--- src/rtl/counter_pkg.sv ---
// Shared types for the counter reload sequencer.
// load_req_t is the default-width request layout; counter_load_ctrl uses the same layout at its WIDTH.
package counter_pkg;

  localparam int unsigned DEFAULT_WIDTH = 5;

  typedef struct packed {
    logic                     imm;
    logic [DEFAULT_WIDTH-1:0] data;
  } load_req_t;

  typedef enum logic [1:0] {
    IDLE,
    WAIT,
    LOAD
  } load_state_e;

endpackage

--- src/rtl/sync_fifo.sv ---
// Single-clock FIFO with registered occupancy; full/empty derive only from the occupancy register.
// clr empties the FIFO synchronously and overrides any push or pop in the same cycle.
module sync_fifo #(
  parameter type         T     = logic,
  parameter int unsigned DEPTH = 4
) (
  input  logic                     clk,
  input  logic                     rst_,
  input  logic                     clr,
  input  logic                     push,
  input  T                         wdata,
  input  logic                     pop,
  output T                         rdata,
  output logic                     full,
  output logic                     empty,
  output logic [$clog2(DEPTH):0]   occupancy
);

  localparam int unsigned AW = $clog2(DEPTH);

  T              mem_q [DEPTH];
  logic [AW-1:0] wr_ptr_q, rd_ptr_q;
  logic [AW:0]   cnt_q;
  logic          do_push, do_pop;

  assign full      = (cnt_q == (AW+1)'(DEPTH));
  assign empty     = (cnt_q == '0);
  assign occupancy = cnt_q;
  assign rdata     = mem_q[rd_ptr_q];
  assign do_push   = push && !full;
  assign do_pop    = pop && !empty;

  always_ff @(posedge clk) begin
    if (do_push && !clr) begin
      mem_q[wr_ptr_q] <= wdata;
    end
  end

  always_ff @(posedge clk or negedge rst_) begin
    if (!rst_) begin
      wr_ptr_q <= '0;
      rd_ptr_q <= '0;
      cnt_q    <= '0;
    end else if (clr) begin
      wr_ptr_q <= '0;
      rd_ptr_q <= '0;
      cnt_q    <= '0;
    end else begin
      if (do_push) wr_ptr_q <= wr_ptr_q + AW'(1);
      if (do_pop)  rd_ptr_q <= rd_ptr_q + AW'(1);
      unique case ({do_push, do_pop})
        2'b10:   cnt_q <= cnt_q + (AW+1)'(1);
        2'b01:   cnt_q <= cnt_q - (AW+1)'(1);
        default: cnt_q <= cnt_q;
      endcase
    end
  end

endmodule

--- src/rtl/counter_load_ctrl.sv ---
// Reload sequencer: queues preset requests and drives the counter's load/data, either immediately
// or seamlessly at terminal count. Define COUNTER_LOAD_CTRL_FLUSH_EN to add a synchronous flush input.
module counter_load_ctrl
  import counter_pkg::*;
#(
  parameter int unsigned WIDTH = DEFAULT_WIDTH,
  parameter int unsigned DEPTH = 4,
  parameter int unsigned MATCH = 2**WIDTH - 1
) (
  input  logic                     clk,
  input  logic                     rst_,
`ifdef COUNTER_LOAD_CTRL_FLUSH_EN
  input  logic                     flush,
`endif
  input  logic                     req_valid,
  output logic                     req_ready,
  input  logic [WIDTH-1:0]         req_data,
  input  logic                     req_imm,
  input  logic [WIDTH-1:0]         count,
  output logic                     load,
  output logic [WIDTH-1:0]         data,
  output logic [$clog2(DEPTH):0]   pending
);

  localparam int unsigned OW = $clog2(DEPTH) + 1;
  // Entering LOAD one edge early puts the load pulse on the MATCH cycle; MATCH=0 wraps to all-ones.
  localparam logic [WIDTH-1:0] CMP = WIDTH'(MATCH - 1);

  typedef struct packed {
    logic             imm;
    logic [WIDTH-1:0] data;
  } req_t;

  load_state_e      state_q, state_d;
  req_t             head, wreq;
  logic             push, pop, full, empty, do_flush, load_d;
  logic [WIDTH-1:0] data_d;

`ifdef COUNTER_LOAD_CTRL_FLUSH_EN
  assign do_flush = flush;
`else
  assign do_flush = 1'b0;
`endif

  assign req_ready = !full;
  assign push      = req_valid && req_ready && !do_flush;
  assign pop       = (state_q == LOAD);
  assign wreq      = '{imm: req_imm, data: req_data};

  sync_fifo #(
    .T     (req_t),
    .DEPTH (DEPTH)
  ) u_fifo (
    .clk       (clk),
    .rst_      (rst_),
    .clr       (do_flush),
    .push      (push),
    .wdata     (wreq),
    .pop       (pop),
    .rdata     (head),
    .full      (full),
    .empty     (empty),
    .occupancy (pending)
  );

  always_ff @(posedge clk or negedge rst_) begin
    if (!rst_) begin
      state_q <= IDLE;
      load    <= 1'b0;
      data    <= '0;
    end else begin
      state_q <= state_d;
      load    <= load_d;
      data    <= data_d;
    end
  end

  always_comb begin
    state_d = state_q;
    unique case (state_q)
      IDLE: if (push) state_d = WAIT;
      WAIT: if (!empty && (head.imm || count == CMP)) state_d = LOAD;
      // Head pops at the end of LOAD; stay busy if anything else is queued or arriving.
      LOAD: state_d = ((pending > OW'(1)) || push) ? WAIT : IDLE;
      default: state_d = IDLE;
    endcase
    if (do_flush) state_d = IDLE;
  end

  always_comb begin
    load_d = (state_d == LOAD);
    data_d = load_d ? head.data : data;
  end

endmodule

--- config.mk ---
export PLATFORM = sky130hd
export DESIGN_NAME = counter_load_ctrl
export DESIGN_NICKNAME = d
export VERILOG_FILES = /design/src/rtl/counter_pkg.sv /design/src/rtl/sync_fifo.sv /design/src/rtl/counter_load_ctrl.sv
export SDC_FILE = /design/constraint.sdc
export NUM_CORES = 1
export LEC_CHECK = 0
export BUFFER_PORTS_ARGS = -buffer_cell sky130_fd_sc_hd__buf_2
export CAP_MARGIN = 15
export CORE_ASPECT_RATIO = 1.25
export CORE_MARGIN = 2
export CORE_UTILIZATION = 25
export CTS_BUF_LIST = sky130_fd_sc_hd__clkbuf_4 sky130_fd_sc_hd__clkbuf_8
export DETAILED_ROUTE_END_ITERATION = 10
export PLACE_DENSITY = 0.44
export SLEW_MARGIN = 20
export SYNTH_ARGS = -nofsm -noshare
export SYNTH_HDL_FRONTEND = slang
export SYNTH_SLANG_ARGS = --single-unit
--- constraint.sdc ---
create_clock -name clk -period 2.14 [get_ports clk]
set_input_delay 0.214 -clock clk [delete_from_list [all_inputs] [get_ports clk]]
set_output_delay 0.214 -clock clk [all_outputs]
set_load 0.005 [all_outputs]
; After elaboration in Yosys (flattened, before gate mapping)
; Memory sizes are Yosys's and may differ from the RTL's.
; Cells that the tools add are included.
[word_totals]
inputBits = 14
output_inout_bits = 10
mem_count = 1
elab_cells = 37
regBits = 15
latch_bits = 0
romBits = 0
mem_bits_rw = 24
[op_classes]
reduce_logical = 11
n_eq_ne = 7
n_addsub = 4
multipliers = 0
mux = 7
shift = 0
n_div = 0
order_cmp = 1
bitwise = 0
[memory_table]
columns = name, depth, word_bits, rd, rd_ports_with_merged_regs, wr, line
row1 = u_fifo.mem_q, 4, 6, 1, 0, 1, sync_fifo.sv:21  ; T mem_q [DEPTH];
[ops]
columns = operator, count
row1 = $eq 2x2->1 const B, 3
row2 = $pmux 2 s3, 1
row3 = $pmux 3 s2, 1
row4 = $eq 5x5->1 const B, 1
row5 = $add 2x1->2 const B, 2
row6 = $eq 2x1->1 const B, 2
row7 = $logic_and 1x1->1, 4
row8 = $mux 2, 2
row9 = $add 3x1->3 const B, 1
row10 = $eq 3x3->1 const B, 1
row11 = $gt 3x1->1 const B, 1
row12 = $logic_not 3->1, 1
row13 = $mux 1, 3
row14 = $sub 3x1->3 const B, 1
row15 = $logic_not 1->1, 2
row16 = $logic_not 2->1, 1
row17 = $logic_or 1x1->1, 2
row18 = $reduce_bool 2->1, 1

; Logic depth before layout (Yosys ltp)
; Gate-level depths: netlist (run 1).
[logic_depth]
word_depth = 7
depth_mapped = 9
depth_no_buf = 9

; Hierarchy
; A second synthesis (run 1) with hierarchy kept.
[unflattened]
cells_unflattened = 125
area_unflattened_um2 = 1838.0
[by_module_without_submodules]
columns = mod, area_per_inst_um2, instances, cells_per_inst
row1 = sync_fifo, 1481.4, 1, 99
row2 = counter_load_ctrl, 356.6, 1, 26

; Least setup slack after synthesis (run 1)
; OpenSTA, ideal clock, no wires.
[synth_path]
path_kind = register to register
startpoint = reg u_fifo.cnt_q[0] (netlist: u_fifo.occupancy[0])
endpoint = reg u_fifo.cnt_q[2] (netlist: u_fifo.occupancy[2])
path_slack_ns = 0.196
path_stages_with_launch = 9
arrival_ns = 1.818
setup_time_ns = 0.126
cell_sequence = dfrtp_1 inv_1 ha_1 and2b_1 nor3b_1 ha_1 mux2i_1 nor2_1 xor2_1
[synth_via]
word_cells_on_any_way = 13
classes_between = add/sub: 2 / eq/ne: 3 / mux: 1 / reduce/logical: 7
[synth_lines]
columns = item, line
row1 = start: declaration, sync_fifo.sv:23  ; logic [AW:0] cnt_q;
row2 = start signal: assignment, sync_fifo.sv:52  ; 2'b10: cnt_q <= cnt_q + (AW+1)'(1);
row3 = start signal: assignment, sync_fifo.sv:53  ; 2'b01: cnt_q <= cnt_q - (AW+1)'(1);
row4 = start signal: assignment, sync_fifo.sv:54  ; default: cnt_q <= cnt_q;
row5 = $logic_not 3->1 (*), sync_fifo.sv:27  ; assign empty = (cnt_q == '0);
row6 = $logic_not 1->1 (*), sync_fifo.sv:31  ; assign do_pop = pop && !empty;
row7 = $logic_and 1x1->1 (*), sync_fifo.sv:31
row8 = net u_fifo.do_pop, sync_fifo.sv:24  ; logic do_push, do_pop;
row9 = $eq 2x1->1 / $eq 2x2->1 (equally long branches), sync_fifo.sv:51  ; unique case ({do_push, do_pop})
row10 = $pmux 3 s2 / $reduce_bool 2->1 (equally long branches), --
; The timed path passes the listed nets; every way through them passes the cells marked *.
; A chain may end at the register's enable or synchronous reset.

; Worst setup path after layout (run 1)
[layout_path]
startpoint = reg u_fifo.cnt_q[0] (netlist: u_fifo.occupancy[0])
endpoint = reg u_fifo.cnt_q[2] (netlist: u_fifo.occupancy[2])
[layout_via]
elab_chain_cells = 6
word_cells_on_any_way = 13
classes_between = add/sub: 2 / eq/ne: 3 / mux: 1 / reduce/logical: 7
[layout_rtl]
columns = item, line
row1 = $eq 3x3->1, sync_fifo.sv:26  ; assign full = (cnt_q == (AW+1)'(DEPTH));
row2 = $logic_not 1->1, "sync_fifo.sv:30, counter_load_ctrl.sv:45"
row3 = $logic_and 1x1->1, counter_load_ctrl.sv:46  ; assign push = req_valid && req_ready && !do_flush;
row4 = $logic_and 1x1->1, sync_fifo.sv:30  ; assign do_push = push && !full;
row5 = $eq 2x1->1 / $eq 2x2->1 (equally long branches), sync_fifo.sv:51
row6 = $pmux 3 s2 / $reduce_bool 2->1 (equally long branches), --
; Parallel ways exist; a longest one is shown, timed or not.

==> flow_metrics.tcl, run 1 <==
set metrics [dict create \
    status "completed" \
    fin_crit_ps 1950 \
    reg2reg_depth 8 \
    slowest_delay_ps 410 \
    nets 149 \
    cp_cell_sequence "inv_1, ha_1, nand2_1, and2_0, inv_1, ha_1, nor2_1, xor2_1" \
    first_pass_iters 4 \
    ys_ff_latch 39 \
    drv_cap 0 \
    seq_power_share_pct 43.1 \
    crit_path_end "u_fifo.occupancy[2]" \
    synthSimpleGateAreaFrac_pct 6.99 \
    crit_path_end_kind "flop" \
    cts_buffer_depth 2 \
    grt_overflow_total 0 \
    wirelength_um 3090 \
    rr_endpoint "u_fifo.occupancy[2]" \
    skew_ps 8.56 \
    dieWidth_um 77.0 \
    synth_xor_area_share_pct 3.16 \
    gp_congestion 0.695 \
    drc 0 \
    first_iter_violations 8 \
    place_area_um2 1890 \
    worstSetupPathType "reg -> reg" \
    dp_hpwl_um 2210 \
    r2r-start "u_fifo.occupancy[0]" \
    critical_path.startpoint "u_fifo.occupancy[0]" \
    core_area_um2 6480 \
    power_switching_share_pct 30.5 \
    cts_tree "yes" \
    cts_root_buf "clkbuf_8" \
    rsz0062_at_grt "false" \
    finalSetupTns_ps 0 \
    synthAdderAreaFrac_pct 6.02 \
    htreeDepth 2 \
    syn_to_final_growth_pct 21.3 \
    ir_drop_v 0.000480 \
    slew_viol_final 0 \
    power_frac_comb_pct 34.3 \
    required_ps 2360 \
    cp_max_fo 6 \
    dpl.cell_count 206 \
    slew_headroom_pct 69.8 \
    synth_ff_type "edfxtp_1" \
    fmax_mhz 513 \
    syn_nets 117 \
    synth_top_cell_by_area "edfxtp_1" \
    die-area_um2 7330 \
    first_global_vias 905 \
    path_depth 8 \
    synth_cells 95 \
    r2r_setup_slack_ps 190 \
    ys_async_sr_fraction_pct 38.5 \
    yosysUniqueCellTypes 25 \
    p_clk_share_pct 22.7 \
    io_buffers 23 \
    grt_pass1_wl_um 4750 \
    stdcell_area_um2 2020 \
    cts_buffers 5 \
    ant_nets 0 \
    vias 902 \
    switchingPower_w 0.000829 \
    setup_viol_count_final 0 \
    track_usage_pct 9.06 \
    wl_per_cell_um 14.4 \
    yosysWarnings 0 \
    vias_per_cell 4.20 \
    final_cells 215 \
    row_count 33 \
    synth_top_family_by_area "multiplexers" \
    synth_edf_count 24 \
    crit_arrival_ps 2170 \
    cts_resized 0 \
    ys_seq_area_share_pct 65.9 \
    syn_area_per_cell_um2 17.5 \
    num_antenna_cells 0 \
    cp-start-kind "flop" \
    synth-compound-area-share_pct 2.63 \
    grt_max_degree 16 \
    hold_path_class "in -> reg" \
    powerDensity_nw_per_um2 1350 \
    clkSinkCount 39 \
    finalHoldViolations 0 \
    worst_slew_pin_slew_ps 453 \
    path_delay_family "simple AND/OR/NAND/NOR gates" \
    start_util_pct 25.7 \
    p_leak_nw 0.817 \
    slowest_stage "dfrtp_1" \
    nFillCells 665 \
    ioPinCount 24 \
    antenna_found_initial 0 \
    cp_num_buf_inv 2 \
    dieHeight_um 95.2 \
    cts.clk_slew.worst_paths_ps 80 \
    clock_latency_ps 290 \
    internal_power_w 0.00189 \
    synth.mux.area_fraction_pct 13.2 \
    layout-drive-gt1-share_pct 33.6 \
    power.total_w 0.00272 \
    netlist_top_cells_area "edfxtp_1 (43%), dfrtp_1 (23%), mux4_1 (7.9%)" \
    synth_top_area_share_pct 43.3 \
    synth.cell_area_um2 1660 \
    fin_crit_sh_pct 91.1 \
]
cells in the final DEF (no fill, tap or decap), types with 2 or more instances in the layout:
master and count:
ha_1 8, nor2_1 2, buf_2 23, clkbuf_8 5, mux2_2 5, edfxtp_1 24
buf_4 3, inv_1 5, o21ai_0 3, xor2_1 2, nand2_1 4, and3_1 4
dfrtp_1 15, nor3b_1 2, xnor2_1 4, mux4_1 5
worst min path at each step:
| stage | from | depth (start not counted) | to |
|---|---|---|---|
| 2_1_floorplan | rst_ | 0 | data[0] |
| 3_3_place_gp | rst_ | 1 | u_fifo.occupancy[2] |
| 3_5_place_dp | rst_ | 1 | u_fifo.occupancy[2] |
| 4_1_cts | req_data[0] | 1 | u_fifo.mem_q[0][0] |
| 5_1_grt | req_data[2] | 1 | u_fifo.mem_q[1][2] |
| 6_report | req_data[0] | 1 | u_fifo.mem_q[0][0] |
cells in the mapped netlist, drive strengths merged (2+ instances only):
master and number:
and3 4, dfrtp 15, edfxtp 24, ha 8, inv 5, mux2 5
mux4 6, nand2 4, nor2 2, nor3b 3, o21ai 3, xnor2 4
xor2 2
what timing repair did:
item                                   CTS  global route
hold buffers                             1             0
setup endpoints to repair                0             0
setup buffers                            0             0
endpoints found under the hold margin   15             0
routing by layer:
metal	GRT usage (%)	wire [um]	part of all wire [%]	up-vias
met4	4.46	65	2.1	0
met2	16.2	1680	54	18
met1	9.75	1200	39	463
met3	2.94	142	4.6	5
met5	0	0	0	-
li1	-	-	-	416
registers in the layout, indices dropped and copies added (netlist names):
| name | flops |
|---|---|
| u_fifo.mem_q | 24 |
| data | 5 |
| u_fifo.occupancy | 3 |
| state_q | 2 |
| u_fifo.rd_ptr_q | 2 |
| u_fifo.wr_ptr_q | 2 |
| load | 1 |
power groups by stage:
stage / logic [W] / registers (W) / clock network, W
floorplan: 0.000653 / 0.00117 / 0
global placement: 0.000933 / 0.00118 / 0
detailed placement: 0.000960 / 0.00119 / 0
CTS: 0.000963 / 0.00118 / 0.000637
global route: 0.00104 / 0.00120 / 0.000662
finish: 0.000931 / 0.00117 / 0.000616
per-stage QoR:
| stage | util (%) | worst slack [ps] | hold WS (ps) |
|---|---|---|---|
| finish | 31.1 | 190 | 136 |
| global route | 31.1 | 77.4 | 129 |
| CTS | 31.1 | 177 | 127 |
| detailed placement | 29.2 | 184 | 159 |
| global placement | 29.2 | 247 | 159 |
| floorplan | - | 196 | -81.6 |
area by class of cell:
class	instances	area, um2	share of cell area (%)
timing repair buffer	27	148	7.32
clock inverter	2	37.5	1.86
clock buffer	6	76.3	3.78
sequential	39	1100	54.3
multi-input combinational	49	533	26.4
inverter	5	18.8	0.930
tap	87	109	5.39
kinds of logic after synthesis:
family                   Yosys count
flip-flops                        39
multiplexers                      12
AND/OR/NAND/NOR                   18
adder cells (fa/ha/maj)            8
XOR/XNOR                           6
AO/OA/AOI/OAI                      5
buffers and inverters              7
No activity file was read; power rests on OpenSTA's default activity.
==> inputs of run 2 (changes only) <==
CTS_BUF_LIST = not set   (was sky130_fd_sc_hd__clkbuf_4 sky130_fd_sc_hd__clkbuf_8)
CTS_CLUSTER_SIZE = 12   (was not set)
==> run 2 against run 1 <==
Compared with the run above: die area unchanged; global-route usage unchanged; cell count unchanged; sequential power about the same; via count unchanged; maximum frequency about the same; worst setup slack about the same; combinational power about the same; clock skew about the same; total power down 0.47%.
==> flow_metrics.tcl, run 2 (synthesis results as in run 1) <==
set metrics [dict create \
    status "completed" \
    vias 902 \
    switchingPower_w 0.000829 \
    seq_power_share_pct 43.3 \
    first_global_vias 905 \
    power_switching_share_pct 30.6 \
    fmax_mhz 513 \
    slew_headroom_pct 69.8 \
    cp-start-kind "flop" \
    fin_crit_sh_pct 91.1 \
    p_clk_share_pct 22.3 \
    first_pass_iters 4 \
    io_buffers 23 \
    num_antenna_cells 0 \
    rsz0062_at_grt "false" \
    crit_arrival_ps 2170 \
    largest_reg_flops 24 \
    gp_congestion 0.695 \
    drc 0 \
    grt_max_degree 16 \
    cts_buffer_depth 2 \
    htreeDepth 2 \
    first_iter_violations 8 \
    clock_latency_ps 290 \
    core_area_um2 6480 \
    grt_pass1_wl_um 4750 \
    seqCellArea_um2 1100 \
    track_usage_pct 9.06 \
    nFillCells 667 \
    hold_path_class "in -> reg" \
    power_frac_comb_pct 34.4 \
    ir_drop_v 0.000480 \
    drv_cap 0 \
    finalSetupTns_ps 0 \
    syn_to_final_growth_pct 21.1 \
    p_leak_nw 0.814 \
    final_common_cell "edfxtp_1" \
    cts_buffers 5 \
    cts_root_buf "clkbuf_8" \
    cp_max_fo 6 \
    fin_crit_ps 1950 \
    powerDensity_nw_per_um2 1340 \
    dieHeight_um 95.2 \
    die-area_um2 7330 \
    wirelength_um 3090 \
    ant_nets 0 \
    worst_slew_pin_slew_ps 453 \
    vias_per_cell 4.20 \
    clkSinkCount 39 \
    cts.clk_slew.worst_paths_ps 80 \
    internal_power_w 0.00188 \
    start_util_pct 25.7 \
    grt_overflow_total 0 \
    row_count 33 \
    final_cell_mix "edfxtp_1 (24), buf_2 (23), dfrtp_1 (15)" \
    finalHoldViolations 0 \
    dieWidth_um 77.0 \
    worstSetupPathType "reg -> reg" \
    setup_viol_count_final 0 \
    cts_setup_buffers 0 \
    layout-drive-gt1-share_pct 32.8 \
    power.total_w 0.00270 \
    required_ps 2360 \
    antenna_found_initial 0 \
    wl_per_cell_um 14.4 \
    ioPinCount 24 \
    nets 149 \
    dp_hpwl_um 2210 \
    crit_path_end_kind "flop" \
    cts_tree "yes" \
    multiInputGateArea_um2 533 \
    max_flop_register "u_fifo.mem_q" \
    skew_ps 8.44 \
    slew_viol_final 0 \
]
==> run 2: cell count changes in the layout (fill, tap and decap cells not counted) <==
cell / delta
clkbuf_1: +1
clkbuf_4: -1
==> run 2: timing repair <==
action,in CTS,in global routing
hold buffers,1,0
hold endpoints to repair,15,0
resized for setup,0,0
==> run 2: power by group through the flow <==
stage	combinational [W]	clock, W	sequential [W]
floorplan	0.000653	0	0.00117
global placement	0.000933	0	0.00118
detailed placement	0.000960	0	0.00119
CTS	0.000963	0.000624	0.00118
global route	0.00104	0.000649	0.00120
finish	0.000931	0.000603	0.00117
==> run 2: routing by layer <==
layer  GRT usage (%)  vias to the layer above  wire length, um
met3            2.94                        5              142
met5               0                        -                0
li1                -                      416                -
met2            16.2                       18             1680
met4            4.46                        0               65
met1            9.75                      463             1200
==> run 2: per-stage QoR <==
stage / instances / area (um2) / setup WS (ps) / util, % / hold WS, ps
floorplan: 95 / 1660 / 196 / - / -81.6
global placement: 206 / 1890 / 247 / 29.2 / 159
detailed placement: 206 / 1890 / 184 / 29.2 / 159
CTS: 215 / 2010 / 177 / 31.1 / 127
global route: 215 / 2010 / 77.4 / 31.1 / 129
finish: 215 / 2010 / 190 / 31.1 / 136
==> run 2: final cells by class <==
| cell class | count | share of cell area [%] |
|---|---|---|
| clock buffer | 6 | 3.60 |
| clock inverter | 2 | 1.86 |
| inverter | 5 | 0.932 |
| multi-input combinational | 49 | 26.5 |
| sequential | 39 | 54.4 |
| tap | 87 | 5.40 |
| timing repair buffer | 27 | 7.33 |
==> run 2: worst paths after layout <==
kind / from / end / slack [ps] / cells past startpoint
worst max-delay path: u_fifo.occupancy[0] / u_fifo.occupancy[2] / 190 / 8
worst min-delay path: req_data[0] / u_fifo.mem_q[0][0] / 140 / 1
worst max register to register: u_fifo.occupancy[0] / u_fifo.occupancy[2] / 190 / 8
worst min register to register: state_q[0] / state_q[0] / 510 / 1
max in group asynchronous: rst_ / u_fifo.wr_ptr_q[0] / 1500 / 2
min in group asynchronous: rst_ / u_fifo.occupancy[2] / 370 / 2
==> run 2: critical path, cell delays in order, from the launching register on <==
cell,delay (ps)
dfrtp_1,410
inv_1,80
ha_1,210
nand2_1,160
and2_0,310
inv_1,80
ha_1,340
nor2_1,150
xor2_1,140
==> inputs of run 3 (changes only) <==
ABC_AREA = 1   (was not set)
CTS_CLUSTER_DIAMETER = 50   (was not set)
==> run 3 against run 2 <==
Compared with the run above: die area grew 4.1%; worst setup slack gained 100 ps; largest cell class unchanged; clock power shrank 19%; wire length grew 8.2%; critical path depth grew 1; count of clock-buffer cells in the layout is the same; highest routed layer unchanged.
==> flow_metrics.tcl, run 3 <==
set metrics [dict create \
    status "completed" \
    seqCellArea_um2 1100 \
    ant_nets 0 \
    wl_per_cell_um 11.8 \
    p_leak_nw 0.954 \
    worst_slew_pin_slew_ps 508 \
    fin_util_pct 31.0 \
    first_pass_iters 4 \
    vias_per_cell 3.95 \
    die-area_um2 7630 \
    cts_buffers 5 \
    synth.cell_area_um2 1740 \
    antenna_found_initial 0 \
    yosysMostFrequentCell "nand2_1" \
    ys_seq_area_share_pct 63.2 \
    synth_top_cell_by_area "edfxtp_1" \
    rsz0062_at_grt "false" \
    synth_top_area_share_pct 41.5 \
    largest_reg_flops 24 \
    grt_overflow_total 0 \
    powerDensity_nw_per_um2 1300 \
    worstSetupPathType "reg -> reg" \
    timing.hold.ws_ps 138 \
    clock_latency_ps 290 \
    finalSetupTns_ps 0 \
    hold_path_class "in -> reg" \
    r2r_setup_slack_ps 290 \
    fin_ws_ps 294 \
    hold_end "u_fifo.mem_q[1][2]" \
    synth_cells 162 \
    crit_path_end_kind "flop" \
    netlist_top_cells_area "edfxtp_1 (42%), dfrtp_1 (22%), nand2_1 (9.1%)" \
    yosysUniqueCellTypes 18 \
    syn_nets 184 \
    max_flop_register "u_fifo.mem_q" \
    slew_viol_final 0 \
    r2r-start "u_fifo.occupancy[0]" \
    first_global_vias 1147 \
    synth_edf_count 24 \
    drv_cap 0 \
    ir_drop_v 0.000355 \
    dieHeight_um 97.2 \
    gp_congestion 0.784 \
    nFillCells 684 \
    clkSinkCount 39 \
    dieWidth_um 78.5 \
    cp-start-kind "flop" \
    syn_area_per_cell_um2 10.7 \
    core_area_um2 6650 \
    htreeDepth 2 \
    wirelength_um 3340 \
    vias 1115 \
    syn_to_final_growth_pct 18.7 \
    synth_commonest_cells "nand2_1 (42), edfxtp_1 (24), inv_1 (22)" \
    multiInputGateArea_um2 517 \
    drc 0 \
    holdCritStartpoint "req_data[2]" \
    final_common_cell "nand2_1" \
    row_count 33 \
    ys_async_sr_fraction_pct 38.5 \
    yosysWarnings 0 \
    crit_arrival_ps 2030 \
    ys_ff_latch 39 \
    track_usage_pct 9.93 \
    ioPinCount 24 \
    cts_buffer_depth 2 \
    dpl_worst_slack_ps 292 \
    cts_setup_buffers 0 \
    first_iter_violations 27 \
    slew_headroom_pct 66.1 \
    dp_hpwl_um 2330 \
    finalHoldViolations 0 \
    fin_crit_ps 1850 \
    cts.clk_slew.worst_paths_ps 80 \
    grt_pass1_wl_um 5740 \
    layout-drive-gt1-share_pct 22.6 \
    cts_root_buf "clkbuf_8" \
    fin_crit_sh_pct 86.3 \
    cp_max_fo 8 \
    final_cell_mix "nand2_1 (42), edfxtp_1 (24), buf_2 (23)" \
    setup_viol_count_final 0 \
    reg2reg_depth 9 \
    skew_ps 11.6 \
    start_util_pct 26.1 \
    num_antenna_cells 0 \
    io_buffers 23 \
    required_ps 2330 \
    rr_endpoint "u_fifo.occupancy[2]" \
    grt_max_degree 16 \
    fmax_mhz 542 \
    cts_tree "yes" \
    nets 216 \
    min_path_cells 1 \
    synth_ff_type "edfxtp_1" \
]
[run 3: through the flow]
step	instance area (um2)	std cells	total power [W]
finish	2060	282	0.00268
global route	2060	282	0.00293
CTS	2060	282	0.00274
detailed placement	1960	273	0.00224
global placement	1960	273	0.00224
floorplan	1740	162	0.00191
[run 3: layer usage]
layer,up-vias,wire (um),track usage [%]
li1,576,-,-
met1,519,1480,11.5
met2,14,1700,17.2
met3,6,83,2.04
met4,0,82,4.86
met5,-,0,0
[run 3: worst max-delay path, cell delays in order (launching register included)]
cell,delay [ps]
dfrtp_1,400
inv_1,80
ha_1,220
nand2_1,90
nand2_1,170
ha_1,390
nor2_1,120
o21ai_0,100
xor2_1,130
inv_1,50
[run 3: where the power goes]
group	switching [W]	internal, W
clock network	0.000260	0.000228
logic	0.000589	0.000393
registers	0.000175	0.00104
total	0.00102	0.00166
[run 3: kinds of logic after synthesis]
| logic type | Yosys count | share of synthesized area, % |
|---|---|---|
| buffers and inverters | 28 | 7.07 |
| flip-flops | 39 | 63.2 |
| adder cells (fa/ha/maj) | 8 | 5.77 |
| AND/OR/NAND/NOR | 73 | 17.7 |
| AO/OA/AOI/OAI | 9 | 3.82 |
| XOR/XNOR | 5 | 2.52 |
[run 3: worst max path at each step]
stage	cells after the start	slack [ps]	start	to
after floorplan	9	400	u_fifo.occupancy[0]	u_fifo.occupancy[2]
after global placement	9	320	u_fifo.occupancy[0]	u_fifo.occupancy[2]
after detailed placement	9	290	u_fifo.occupancy[0]	u_fifo.occupancy[2]
after CTS	9	270	u_fifo.occupancy[0]	u_fifo.occupancy[2]
after global routing	9	60	u_fifo.occupancy[0]	u_fifo.occupancy[2]
final	9	290	u_fifo.occupancy[0]	u_fifo.occupancy[2]
[run 3: what timing repair did]
action	CTS	global route
hold endpoints to repair	15	0
gates resized for setup	0	0
hold buffers	1	0
[run 3: cell type report]
class	instances	share of cell area [%]
clock buffers	6	3.52
clock inverters	2	0.608
inverters	24	4.37
multi-input cells	95	25.1
flip-flops and latches	39	53.2
well taps	87	5.29
repair buffers	29	7.90
